<file path="src/rtl/lsu_pkg.sv">
// rtl/lsu_pkg.sv - load/store unit shared types and constants
package lsu_pkg;

  typedef enum logic [1:0] {
    IDLE = 2'd0,
    BUSY = 2'd1,
    DONE = 2'd2
  } lsu_state_e;

  localparam logic [2:0] F3_B  = 3'b000;
  localparam logic [2:0] F3_H  = 3'b001;
  localparam logic [2:0] F3_W  = 3'b010;
  localparam logic [2:0] F3_BU = 3'b100;
  localparam logic [2:0] F3_HU = 3'b101;

  localparam logic [3:0] BE_B = 4'b0001;
  localparam logic [3:0] BE_H = 4'b0011;
  localparam logic [3:0] BE_W = 4'b1111;

endpackage

</file>
<file path="src/rtl/load_align.sv">
// rtl/load_align.sv - load lane select with sign/zero extension
module load_align
  import lsu_pkg::*;
(
  input  logic [31:0] rdata_i,
  input  logic [1:0]  addr_i,
  input  logic [2:0]  funct3_i,
  output logic [31:0] result_o
);

  logic [7:0]  byte_sel;
  logic [15:0] half_sel;

  always_comb begin
    byte_sel = rdata_i[{addr_i, 3'b000} +: 8];
    half_sel = addr_i[1] ? rdata_i[31:16] : rdata_i[15:0];
    case (funct3_i)
      F3_B:    result_o = {{24{byte_sel[7]}}, byte_sel};
      F3_BU:   result_o = {24'd0, byte_sel};
      F3_H:    result_o = {{16{half_sel[15]}}, half_sel};
      F3_HU:   result_o = {16'd0, half_sel};
      default: result_o = rdata_i;
    endcase
  end

endmodule

</file>
<file path="src/rtl/load_store_unit.sv">
// rtl/load_store_unit.sv - req/ack memory access with byte enables and stall
// Optional bus timeout enabled by defining LSU_BUS_TIMEOUT_EN.
module load_store_unit
  import lsu_pkg::*;
#(
  parameter int TIMEOUT_CYCLES = 255
) (
  input  logic        clk,
  input  logic        reset,
  input  logic        MemRead,
  input  logic        MemWrite,
  input  logic [2:0]  Funct3,
  input  logic [31:0] ALUResult,
  input  logic [31:0] WriteData,
  output logic [31:0] ReadData,
  output logic        Stall,
  output logic        MisalignErr,
  output logic        BusErr,
  output logic        mem_req,
  output logic        mem_we,
  output logic [31:0] mem_addr,
  output logic [3:0]  mem_be,
  output logic [31:0] mem_wdata,
  input  logic        mem_ack,
  input  logic [31:0] mem_rdata
);

  lsu_state_e  state_q, state_d;
  logic [31:0] data_q, data_d;
  logic        access, is_byte, is_half, misalign, timeout;
  logic [3:0]  be_calc;
  logic [31:0] wdata_calc, align_result;

  assign access   = MemRead | MemWrite;
  assign is_byte  = (Funct3 == F3_B) || (Funct3 == F3_BU);
  assign is_half  = (Funct3 == F3_H) || (Funct3 == F3_HU);
  assign misalign = is_half ? ALUResult[0] : (!is_byte && (ALUResult[1:0] != 2'b00));

  always_comb begin
    if (is_byte) begin
      be_calc    = BE_B << ALUResult[1:0];
      wdata_calc = {4{WriteData[7:0]}};
    end else if (is_half) begin
      be_calc    = BE_H << {ALUResult[1], 1'b0};
      wdata_calc = {2{WriteData[15:0]}};
    end else begin
      be_calc    = BE_W;
      wdata_calc = WriteData;
    end
  end

  load_align u_load_align (
    .rdata_i  (mem_rdata),
    .addr_i   (ALUResult[1:0]),
    .funct3_i (Funct3),
    .result_o (align_result)
  );

`ifdef LSU_BUS_TIMEOUT_EN
  localparam int CNT_W = (TIMEOUT_CYCLES > 255) ? 16 : 8;
  logic [CNT_W-1:0] cnt_q, cnt_d;
  logic             buserr_q, buserr_d;

  assign timeout = (state_q == BUSY) && !mem_ack && (cnt_q == CNT_W'(TIMEOUT_CYCLES - 1));

  always_comb begin
    cnt_d    = (state_q == BUSY && !mem_ack) ? cnt_q + 1'b1 : '0;
    buserr_d = timeout ? 1'b1 : ((state_q == DONE) ? 1'b0 : buserr_q);
  end

  always_ff @(posedge clk or posedge reset) begin
    if (reset) begin
      cnt_q    <= '0;
      buserr_q <= 1'b0;
    end else begin
      cnt_q    <= cnt_d;
      buserr_q <= buserr_d;
    end
  end

  assign BusErr = buserr_q;
`else
  assign timeout = 1'b0;
  assign BusErr  = 1'b0;
`endif

  always_ff @(posedge clk or posedge reset) begin
    if (reset) begin
      state_q <= IDLE;
      data_q  <= '0;
    end else begin
      state_q <= state_d;
      data_q  <= data_d;
    end
  end

  always_comb begin
    state_d     = state_q;
    data_d      = data_q;
    Stall       = 1'b0;
    MisalignErr = 1'b0;
    ReadData    = '0;
    mem_req     = 1'b0;
    mem_we      = 1'b0;
    mem_addr    = '0;
    mem_be      = '0;
    mem_wdata   = '0;
    case (state_q)
      IDLE: begin
        if (access) begin
          if (misalign) begin
            MisalignErr = 1'b1;
          end else begin
            Stall   = 1'b1;
            state_d = BUSY;
          end
        end
      end
      BUSY: begin
        // Core is frozen, so the live inputs are the stable transaction fields.
        Stall     = 1'b1;
        mem_req   = 1'b1;
        mem_we    = MemWrite;
        mem_addr  = {ALUResult[31:2], 2'b00};
        mem_be    = be_calc;
        mem_wdata = wdata_calc;
        if (mem_ack) begin
          data_d  = align_result;
          state_d = DONE;
        end else if (timeout) begin
          data_d  = '0;
          state_d = DONE;
        end
      end
      DONE: begin
        ReadData = data_q;
        state_d  = IDLE;
      end
      default: state_d = IDLE;
    endcase
  end

endmodule
</file>
<file path="config.mk">
export PLATFORM = sky130hd
export DESIGN_NAME = load_store_unit
export DESIGN_NICKNAME = d
export VERILOG_FILES = /design/src/rtl/lsu_pkg.sv /design/src/rtl/load_align.sv /design/src/rtl/load_store_unit.sv
export SDC_FILE = /design/constraint.sdc
export NUM_CORES = 1
export LEC_CHECK = 0
export ABC_AREA = 1
export BUFFER_PORTS_ARGS = -buffer_cell sky130_fd_sc_hd__buf_2
export CORE_UTILIZATION = 30
export DETAILED_ROUTE_END_ITERATION = 10
export SYNTH_ARGS = -nofsm -noshare
export SYNTH_HDL_FRONTEND = slang
export SYNTH_HIERARCHICAL = 1
export SYNTH_SLANG_ARGS = --single-unit
export TNS_END_PERCENT = 10
</file>
<file path="constraint.sdc">
create_clock -name clk -period 3.3 [get_ports clk]
set_input_delay 0.66 -clock clk [delete_from_list [all_inputs] [get_ports clk]]
set_output_delay 0.66 -clock clk [all_outputs]
set_load 0.05 [all_outputs]
</file>
# After elaboration in Yosys (flattened, before gate mapping)

Cells that the tools add are included.

Bits in registers: 34
Input bits: 104
Output and inout bits: 105
Logic and storage cells: 46

Equality and inequality tests: 8
Shift-type cells: 3
Muxes and demuxes: 23
Bitwise operators: 1
Reduce and logical (&&, ||, !) cells: 9

Operators with widths:

| kind                | count |
|---|---|
| $mux 32             | 5 |
| $pmux 32 s4         | 1 |
| $shiftx 32x6->8     | 1 |
| $mux 16             | 1 |
| $mux 4              | 3 |
| $mux 1              | 8 |
| $eq 3x3->1 const B  | 2 |
| $mux 2              | 3 |
| $ne 2x2->1 const B  | 3 |
| $pmux 2 s2          | 1 |
| $shl 1x2->4 const A | 1 |
| $shl 2x2->4 const A | 1 |
| $eq 3x1->1 const B  | 1 |
| $logic_not 3->1     | 1 |
| $reduce_and 3->1    | 1 |
| $eq 2x1->1 const B  | 1 |
| $eq 2x2->1 const B  | 1 |
| $logic_not 2->1     | 1 |
| $logic_or 1x1->1    | 2 |
| $pmux 1 s2          | 1 |
| $reduce_and 2->1    | 1 |
| $reduce_bool 2->1   | 1 |
| $logic_and 1x1->1   | 1 |
| $logic_not 1->1     | 1 |
| $or 1x1->1          | 1 |

# Longest topological paths before layout

Gate-level depths: netlist of run 1.

Word-level depth: 8
Mapped depth: 10

# Cells and area by module

The synthesis of run 1 kept the hierarchy.

By module, submodules not included:

| module          | instances | cells an instance | area each (um^2) |
|---|---|---|---|
| load_store_unit | 1         | 420               | 2467.4 |
| load_align      | 1         | 159               | 812.0 |

# Worst setup path after synthesis of run 1

OpenSTA, ideal clock, no wires.

Kind: input to output
From: input port Funct3[1]
To: output port mem_wdata[23]
Arrival time: 1.958 ns
Required time: 2.640 ns
Slack: 0.682 ns
Stages: 5
Buffers on the path: 2
Cell sequence: buf_4 > inv_2 > buf_4 > o21ai_0 > a21oi_1

Cells in the longest elaborated chain, start to end: 5
Elaborated cells between the ends (all ways): 9
Those cells by class: 3 x eq/ne; 3 x mux; 3 x reduce/logical

Ends and longest elaborated chain:

| what                                            | line                   | RTL |
|---|---|---|
| start, declared                                 | load_store_unit.sv:12  | `input logic [2:0] Funct3,` |
| $eq 3x1->1 / $eq 3x3->1 (equally long branches) | load_store_unit.sv:36  | `assign is_half = (Funct3 == F3_H) \|\| (Funct3 == F3_HU);` |
| $logic_or 1x1->1                                | load_store_unit.sv:36  |  |
| $mux 32                                         | load_store_unit.sv:43  | `end else if (is_half) begin` |
| $mux 32 *                                       | load_store_unit.sv:40  | `if (is_byte) begin` |
| $mux 32 *                                       | load_store_unit.sv:108 | `case (state_q)` |
| end, declared                                   | load_store_unit.sv:23  | `output logic [31:0] mem_wdata,` |

Every way passes the cells marked *; elsewhere a longest branch is shown, timed or not.

# Worst setup path in the final report of run 1

From: register state_q[1]
To: output port mem_wdata[20]

Cells in the longest elaborated chain, start to end: 2

Ends and longest elaborated chain:

| what                   | line                   | RTL |
|---|---|---|
| start, declared        | load_store_unit.sv:28  | `lsu_state_e state_q, state_d;` |
| start signal, assigned | load_store_unit.sv:92  | `state_q <= state_d;` |
| $eq 2x1->1             | load_store_unit.sv:108 |  |
| $mux 32                | load_store_unit.sv:108 |  |

No other way between the ends.

==> results of run 1 <==
-- metrics by stage --
stage	util	setup slack, ns	std cells	power (µW)	cell area [µm²]
after floorplan	-	0.6818	581	1992	3287
after global placement	0.4070	0.7698	891	2340	4258
after detailed placement	0.4070	0.7147	891	2355	4258
after CTS	0.4145	0.4864	898	2660	4337
after global routing	0.4147	0.3225	899	2839	4339
final	0.4147	0.4561	899	2633	4339
-- power groups by stage --
| stage | sequential [µW] | clock (µW) | combinational (µW) |
|---|---|---|---|
| after CTS | 724 | 304 | 1630 |
| final | 724 | 289 | 1620 |
| after global placement | 733 | 0 | 1610 |
| after global routing | 752 | 329 | 1760 |
| after detailed placement | 732 | 0 | 1620 |
| after floorplan | 699 | 0 | 1290 |
-- synth_stat cells, types with 3 or more instances --
library cell / n
a21oi_1: 16
a21oi_2: 3
buf_2: 15
buf_4: 11
buf_6: 8
dfrtp_1: 34
inv_1: 96
inv_2: 4
nand2_1: 207
nand2_2: 5
nand3_1: 59
nand3_2: 8
nor2_1: 81
o21ai_0: 8
or2_1: 4
or2_2: 6
-- routing by layer --
metal  track usage  up-vias  share of wire
met5             0        -              0
met4       0.05969        0          0.020
li1              -     2074              -
met3       0.04966       20          0.057
met2        0.3363      133           0.47
met1        0.2760     1813           0.46
-- worst reg2reg max path, delay by kind of cell, from the launching register on --
kind / cells / cell delay [ns]
AND/OR/NAND/NOR: 4 / 1.04
buffers and inverters: 1 / 0.60
flip-flops: 1 / 0.43
-- kinds of logic after synthesis --
family | share of synthesized area
buffers and inverters | 0.1931
other | 0.001144
and+or+nand+nor | 0.4956
AOI/OAI and AO/OA | 0.05074
DFF | 0.2594
-- state kept, by name, summed over array words and instances, names as in the netlist --
signal,count
data_q,32
state_q,2
-- how the worst max path moves through the flow --
stage,endpoint,slack (ns)
after floorplan,mem_wdata[23],0.68
after global placement,mem_wdata[11],0.77
after detailed placement,mem_wdata[10],0.71
after CTS,mem_wdata[20],0.49
after global routing,mem_wdata[20],0.32
final,mem_wdata[20],0.46
-- final cells by class --
cell class / instances / area [µm²]
sequential: 34 / 850.8
clock inverter: 2 / 10.01
multi-input combinational: 411 / 1803
timing repair buffer: 208 / 1049
inverter: 102 / 385.4
fill: 1226 / 6123
tap: 136 / 170.2
antenna: 1 / 2.502
clock buffer: 5 / 68.82
==> out/metrics.csv, run 1 <==
stage;metric;value;unit
global_routing;grt_max_degree;57;
critical_path;r2r-start;state_q[1];
critical_path;crit_type;reg -> out;
synthesis;synth.top_cell.area_share;0.2594;
critical_path;worstSetupPathDepth;4;
layout;syn_to_final_growth;32.32;%
synthesis;syn_area;3279;µm²
drt;routed_via_density;4.494;
critical_path;critPathLaunch;state_q[1];
clock_network;ctsResizeCount;0;
run_status;status;completed;
placement;place.gp.congestion;0.8589;
critical_path;cp_slowest_cell;dfrtp_1;
pwr;clockPowerShare;0.110;
critical_path;worstPathArrival;2.18;ns
synthesis;syn_area_per_cell;5.664;µm²
drt;route.detailed.drc;0;
timing;setup_viol;0;
pwr;switchingPower;1492;µW
placement;port_buffers;205;
drt;detail_route.iter0.violations;266;
critical_path;crit_family;buffers and inverters;
pwr;peakVddDrop;0.3748;mV
timing;rsz0062_at_grt;no;
critical_path;worstPathRequired;2.64;ns
pwr;intPower;1141;µW
timing;worst_pin_slew;0.8952;ns
critical_path;cp-start-kind;register;
timing;hold_viol;0;
clock_network;ctsHoldBuffers;0;
synthesis;async_reset_ff_frac;1.000;
synthesis;synth_cell_types;28;
clock_network;cts_setup_buffers;0;
drt;dr.pass1.iters;5;
layout;drive_gt1_frac;0.3241;
critical_path;crit_buf_inv;2;
critical_path;worstSetupEndpointType;primary output;
timing;period_needed;2.844;ns
global_routing;grt_pass1_wl;18950;µm
die;die_area;11350;µm²
clock_network;clk_latency;0.29;ns
critical_path;worstRegToRegCells;5;
global_routing;grt-ovfl-total;0;
critical_path;path_max_fanout;56;
synthesis;synth_ff_type;dfrtp_1;
pwr;power_frac_seq;0.275;
synthesis;syn-instance-count;579;
drt;routedWlPerCell;13.18;µm
timing;fin_hold_ws;0.4626;ns
worst_hold_path;hp-class;in -> async;
synthesis;synth_edf_count;0;
pwr;swShare;0.5666;
critical_path;max_stage_delay;0.43;ns
critical_path;critical_path.reg2reg.endpoint;data_q[20];
synthesis;post-synth-top-area-cell;dfrtp_1;
timing;fmax;351.6;MHz
layout;nets;866;
flow_run;max_cap_violations;0;
timing;skew;0.006010;ns
placement;dp_hpwl;9357;µm
synthesis;yosys_register_bits;34;
global_routing;first_global_vias;3714;
synthesis;seq_area_frac_synth;0.2594;
synthesis;synth_area_leaders;dfrtp_1, nand2_1, inv_1, nor2_1, nand3_1;
global_routing;antenna_found_initial;1;
timing;tns;0;ns
die;num_rows;37;
die;die_w;106.6;µm
drt;drt-total-wl;11850;µm
clock_network;clk_path_buf_depth;2;
layout;final_common_cell;nand2_1;
clock_network;cts_tree;yes;
timing;max-slew-margin-rel;0.4023;
pwr;p_comb_frac;0.616;
die;initial_core_util;0.3134;
synthesis;synth_warnings;6;
drt;ant_nets;0;
clock_network;path_clk_slew;0.07;ns
die;io-pin-count;209;
layout;final_cell_mix;nand2_1, buf_2, inv_1;
critical_path;crit_chain;nor2_4 > inv_2 > a21oi_1 > buf_2;
die;core_area;10460;µm²
timing;period_share;0.8618;
die;die_h;106.6;µm
critical_path;regToRegSetupSlack;1.16;ns
global_routing;grt_usage;0.2085;
clock_network;cts_buffers;5;
pwr;powerDensity;606.9;nW/µm²
clock_network;cts-root-buf;clkbuf_8;
clock_network;cts.sinks;34;
clock_network;h-tree-depth;2;
drt;dr_total_vias;4040;
timing;slew_viol_final;0;
pwr;p_leak;0.002947;µW
(Power assumes the default switching activity.)
==> run 2, diff against run 1 <==
Settings changed: RECOVER_POWER set to 50.
==> out/metrics.csv, run 2 (synthesized netlist as in run 1, its figures left out) <==
stage;metric;value;unit;change
layout;drive_gt1_frac;0.2795;;-0.04462
critical_path;path_max_fanout;56;;unchanged
critical_path;worstPathRequired;2.64;ns;about the same
timing;period_share;0.8582;;-0.003532
pwr;p_leak;0.002806;µW;-4.8%
pwr;peakVddDrop;0.3747;mV;about the same
global_routing;grt_max_degree;57;;unchanged
clock_network;clk_latency;0.29;ns;about the same
clock_network;cts_setup_buffers;0;;unchanged
drt;route.detailed.drc;0;;unchanged
timing;hold_viol;0;;unchanged
run_status;violations;capacitance limit, slew limit;;
critical_path;crit_family;buffers and inverters;;
drt;detail_route.iter0.violations;269;;+1.1%
global_routing;grt_pass1_wl;18950;µm;unchanged
timing;fmax;353.1;MHz;+0.41%
critical_path;cp-start-kind;register;;
clock_network;ctsHoldBuffers;0;;unchanged
placement;dp.cells;891;;unchanged
timing;rsz0062_at_grt;no;;
critical_path;worstSetupEndpointType;primary output;;
die;io-pin-count;209;;unchanged
critical_path;worstPathArrival;2.17;ns;about the same
flow_run;max_cap_violations;1;;+1
global_routing;grt-ovfl-total;0;;unchanged
drt;ant_nets;0;;unchanged
clock_network;cts.sinks;34;;unchanged
critical_path;crit_type;reg -> out;;
global_routing;antenna_found_initial;1;;unchanged
layout;syn_to_final_growth;30.98;%;
drt;routedWlPerCell;13.26;µm;+0.62%
clock_network;path_clk_slew;0.07;ns;about the same
global_routing;first_global_vias;3714;;unchanged
layout;final_cell_mix;nand2_1, buf_2, inv_1;;
clock_network;h-tree-depth;2;;unchanged
layout;reg.largest.list;data_q (32), state_q (2);;
placement;port_buffers;205;;unchanged
die;die_area;11350;µm²;unchanged
die;die_h;106.6;µm;unchanged
layout;regMostFlops;data_q;;
clock_network;ctsResizeCount;0;;unchanged
worst_hold_path;hp-class;reg -> reg;;
clock_network;cts-root-buf;clkbuf_8;;
clock_network;clk_path_buf_depth;2;;unchanged
placement;place.gp.congestion;0.8589;;unchanged
timing;worst_pin_slew;1.868;ns;+0.9733 ns
layout;nets;866;;unchanged
die;num_rows;37;;unchanged
timing;fin_hold_ws;0.4813;ns;+0.01866 ns
timing;skew;0.006627;ns;+0.0006165 ns
critical_path;cp_slowest_cell;dfrtp_1;;
layout;largest_reg_flops;32;;unchanged
global_routing;grt_usage;0.2085;;unchanged
run_status;status;finished, violations left;;
clock_network;cts_tree;yes;;
die;die_w;106.6;µm;unchanged
critical_path;crit_buf_inv;2;;unchanged
timing;setup_viol;0;;unchanged
critical_path;max_stage_delay;0.43;ns;about the same
drt;routed_via_density;4.493;;about the same
drt;dr_total_vias;4039;;-0.025%
layout;final_common_cell;nand2_1;;
timing;tns;0;ns;unchanged
critical_path;crit_chain;nor2_4 > inv_2 > a21oi_1 > buf_2;;
timing;period_needed;2.832;ns;-0.01165 ns
die;core_area;10460;µm²;unchanged
timing;slew_viol_final;35;;+35
drt;drt-total-wl;11920;µm;+0.62%
critical_path;regToRegSetupSlack;0.87;ns;-0.29 ns
die;initial_core_util;0.3134;;unchanged
drt;dr.pass1.iters;6;;+1
timing;max-slew-margin-rel;-0.2457;;-0.6480
clock_network;cts_buffers;5;;unchanged
placement;dp_hpwl;9357;µm;unchanged
layout;instances_no_fill;899;;unchanged
pwr;powerDensity;611.3;nW/µm²;+0.73%
run 2: changes by cell type in the layout (fill, tap and decap cells not counted):
cell and delta:
clkbuf_1 +33, inv_1 +1, buf_2 -32, buf_4 -1
inv_2 -1
run 2: per-layer routing:
layer,up-vias,share of wire,routed length (µm),global-route usage
li1,2073,-,-,-
met1,1821,0.45,5409,0.2760
met2,121,0.46,5503,0.3363
met3,24,0.060,720,0.04966
met4,0,0.024,288,0.05969
met5,-,0,0,0
run 2: cell type report:
| cell class | count | area (µm²) |
|---|---|---|
| multi-input cells | 411 | 1803 |
| repair buffers | 208 | 1005 |
| clock inverters | 2 | 10.01 |
| well taps | 136 | 170.2 |
| inverters | 102 | 385.4 |
| clock buffers | 5 | 68.82 |
| flip-flops and latches | 34 | 850.8 |
| diodes | 1 | 2.502 |
| fillers | 1240 | 6167 |
run 2: power breakdown:
part,internal [µW],switching (µW)
sequential,615,108
combinational,375,1240
clock,141,149
run 2: path summary, 6_finish.rpt:
path	depth (start not counted)	end	from
max in group asynchronous	3	data_q[2]	reset
worst max-delay path	4	mem_wdata[20]	state_q[1]
worst max register to register	5	data_q[20]	state_q[1]
worst min register to register	2	data_q[20]	data_q[20]
min in group asynchronous	3	data_q[16]	reset
worst min-delay path	2	data_q[20]	data_q[20]
run 2: tightest hold or removal path, stage by stage, from the launching register on:
cell	delay (ns)
dfrtp_1	0.34
nand2_1	0.06
nand2_1	0.05
run 2: stage by stage:
step	total power (µW)	worst slack (ns)	utilization	instance area, µm²
CTS	2660	0.4864	0.4145	4337
detailed placement	2355	0.7147	0.4070	4258
floorplan	1992	0.6818	-	3287
global placement	2340	0.7698	0.4070	4258
finish	2626	0.4678	0.4105	4295
global route	2830	0.3225	0.4105	4295
==> run 3, diff against run 2 <==
Settings changed: CTS_CLUSTER_DIAMETER set to 50.
Clock period 3.3 ns to 2.3 ns, I/O delays scaled along.
==> out/metrics.csv, run 3 (synthesized netlist as in run 1, its figures left out) <==
stage;metric;value;unit;change
critical_path;crit_chain;nor2_4 > buf_4 > o21ai_0 > a21oi_1 > buf_2;;
clock_network;path_clk_slew;0.07;ns;about the same
clock_network;clk_latency;0.29;ns;about the same
critical_path;worstRegToRegCells;6;;+1
layout;fillers;1162;;-6.3%
placement;pre_cts_ws;0.2647;ns;-0.4500 ns
clock_network;h-tree-depth;2;;unchanged
drt;detail_route.iter0.violations;308;;+14%
critical_path;worstPathArrival;1.68;ns;-0.49 ns
clock_network;cts_buffers;5;;unchanged
drt;route.detailed.drc;0;;unchanged
clock_network;cts.sinks;34;;unchanged
global_routing;grt_usage;0.2084;;about the same
timing;setup_slack;0.1569;ns;-0.3109 ns
critical_path;path_max_fanout;13;;-77%
timing;skew;0.004323;ns;-0.002304 ns
critical_path;critPathLaunch;state_q[1];;
pwr;p_leak;0.002970;µW;+5.8%
pwr;switchingPower;2147;µW;+44%
layout;final_cell_mix;nand2_1, buf_2, inv_1;;
die;io-pin-count;209;;unchanged
die;initial_core_util;0.3134;;unchanged
timing;rsz0062_at_grt;no;;
placement;dp_hpwl;9319;µm;-0.41%
layout;syn_to_final_growth;34.57;%;
timing;period_share;0.9318;;
placement;dp.cells;897;;+0.67%
global_routing;gr-usage-met3;0.04660;;-0.003066
pwr;power;3939;µW;+50%
critical_path;critical_path.reg2reg.endpoint;data_q[5];;
drt;ant_nets;0;;unchanged
placement;port_buffers;205;;unchanged
pwr;swShare;0.5449;;-0.02437
layout;multi_input_area;1800;µm²;-0.14%
critical_path;max_stage_delay;0.43;ns;about the same
timing;tns;0;ns;unchanged
layout;regMostFlops;data_q;;
die;num_rows;37;;unchanged
critical_path;cp_slowest_cell;dfrtp_1;;
layout;regArea;850.8;µm²;unchanged
timing;slew_viol_final;0;;-100%
layout;instances_no_fill;905;;+0.67%
critical_path;r2r-start;state_q[1];;
die;die_w;106.6;µm;unchanged
flow_run;max_cap_violations;0;;-1
timing;hold_viol;0;;unchanged
critical_path;regToRegSetupSlack;0.38;ns;-0.49 ns
global_routing;first_global_vias;3789;;+2.0%
global_routing;grt-busiest-layer;met2;;
layout;final_common_cell;nand2_1;;
timing;fmax;466.6;MHz;
global_routing;met2_usage;0.3326;;-0.003711
pwr;peakVddDrop;0.6477;mV;+73%
drt;dr_total_vias;4099;;+1.5%
layout;reg.largest.list;data_q (32), state_q (2);;
critical_path;cp-start-kind;register;;
timing;worst_pin_slew;0.9622;ns;-0.9063 ns
timing;max-slew-margin-rel;0.3578;;+0.6035
pwr;intPower;1793;µW;+59%
layout;largest_reg_flops;32;;unchanged
critical_path;crit_type;reg -> out;;
placement;place.gp.congestion;0.9067;;+5.6%
pwr;clockPowerShare;0.143;;+0.033
drt;dr.pass1.iters;5;;-1
pwr;powerDensity;892.7;nW/µm²;+46%
drt;routed_via_density;4.529;;+0.81%
die;core_area;10460;µm²;unchanged
clock_network;cts-root-buf;clkbuf_8;;
global_routing;use_met1;0.2833;;+0.007317
pwr;p_comb_frac;0.593;;-0.021
die;die_h;106.6;µm;unchanged
critical_path;worstPathRequired;1.84;ns;-0.80 ns
worst_hold_path;hp-class;in -> async;;
drt;routedWlPerCell;13.03;µm;-1.7%
timing;setup_viol;0;;unchanged
global_routing;grt_max_degree;57;;unchanged
layout;nets;872;;+0.69%
global_routing;grt-ovfl-total;0;;unchanged
timing;period_needed;2.143;ns;
die;die_area;11350;µm²;unchanged
critical_path;worstSetupEndpointType;primary output;;
layout;drive_gt1_frac;0.3242;;+0.04469
clock_network;cts_tree;yes;;
drt;drt-total-wl;11790;µm;-1.1%
global_routing;antenna_found_initial;1;;unchanged
clock_network;clk_path_buf_depth;2;;unchanged
global_routing;grt_pass1_wl;18830;µm;-0.62%
run_status;status;completed;;
pwr;power_frac_seq;0.265;;-0.010
timing;fin_hold_ws;0.4232;ns;-0.05805 ns
-- run 3: timing repair --
item | 4_1_cts | 5_1_grt
buffers inserted | 0 | 0
gates resized for setup | 0 | 2
hold buffers | 0 | 0
endpoints found under the setup margin | 0 | 55
-- run 3: layer usage --
metal | up-vias | part of all wire
met5 | - | 0
met4 | 0 | 0.018
met1 | 1852 | 0.46
li1 | 2091 | -
met3 | 14 | 0.062
met2 | 142 | 0.46
-- run 3: per-stage QoR --
| stage | util | area, µm² |
|---|---|---|
| after floorplan | - | 3287 |
| after global placement | 0.4113 | 4303 |
| after detailed placement | 0.4113 | 4303 |
| after CTS | 0.4220 | 4415 |
| after global routing | 0.4218 | 4413 |
| final | 0.4218 | 4413 |
-- run 3: power by group through the flow --
stage,sequential [µW],combinational (µW),clock (µW)
5_1_grt,1080,2550,616
2_1_floorplan,1000,1850,0
3_5_place_dp,1050,2340,0
6_report,1040,2330,562
3_3_place_gp,1050,2330,0
4_1_cts,1040,2350,578
-- run 3: worst max path at each step --
stage / to / slack (ns) / cells past startpoint
after floorplan: mem_wdata[23] / 0.01 / 4
after global placement: mem_wdata[11] / 0.31 / 6
after detailed placement: mem_wdata[8] / 0.26 / 6
after CTS: mem_wdata[22] / 0.02 / 5
after global routing: mem_be[3] / 0.09 / 5
final: mem_wdata[23] / 0.16 / 5
-- run 3: final cells by class --
type | count | share of cell area
flip-flops and latches | 34 | 0.1928
clock inverters | 1 | 0.006805
repair buffers | 214 | 0.2467
clock buffers | 6 | 0.01871
well taps | 136 | 0.03856
inverters | 102 | 0.08789
multi-input cells | 411 | 0.4080
diodes | 1 | 0.0005671
-- run 3: critical path: cells and delay by family (launching register included) --
kind,cells,cell delay (ns)
flip-flops,1,0.43
AND/OR/NAND/NOR,1,0.16
AO/OA/AOI/OAI,2,0.29
buffers and inverters,2,0.51
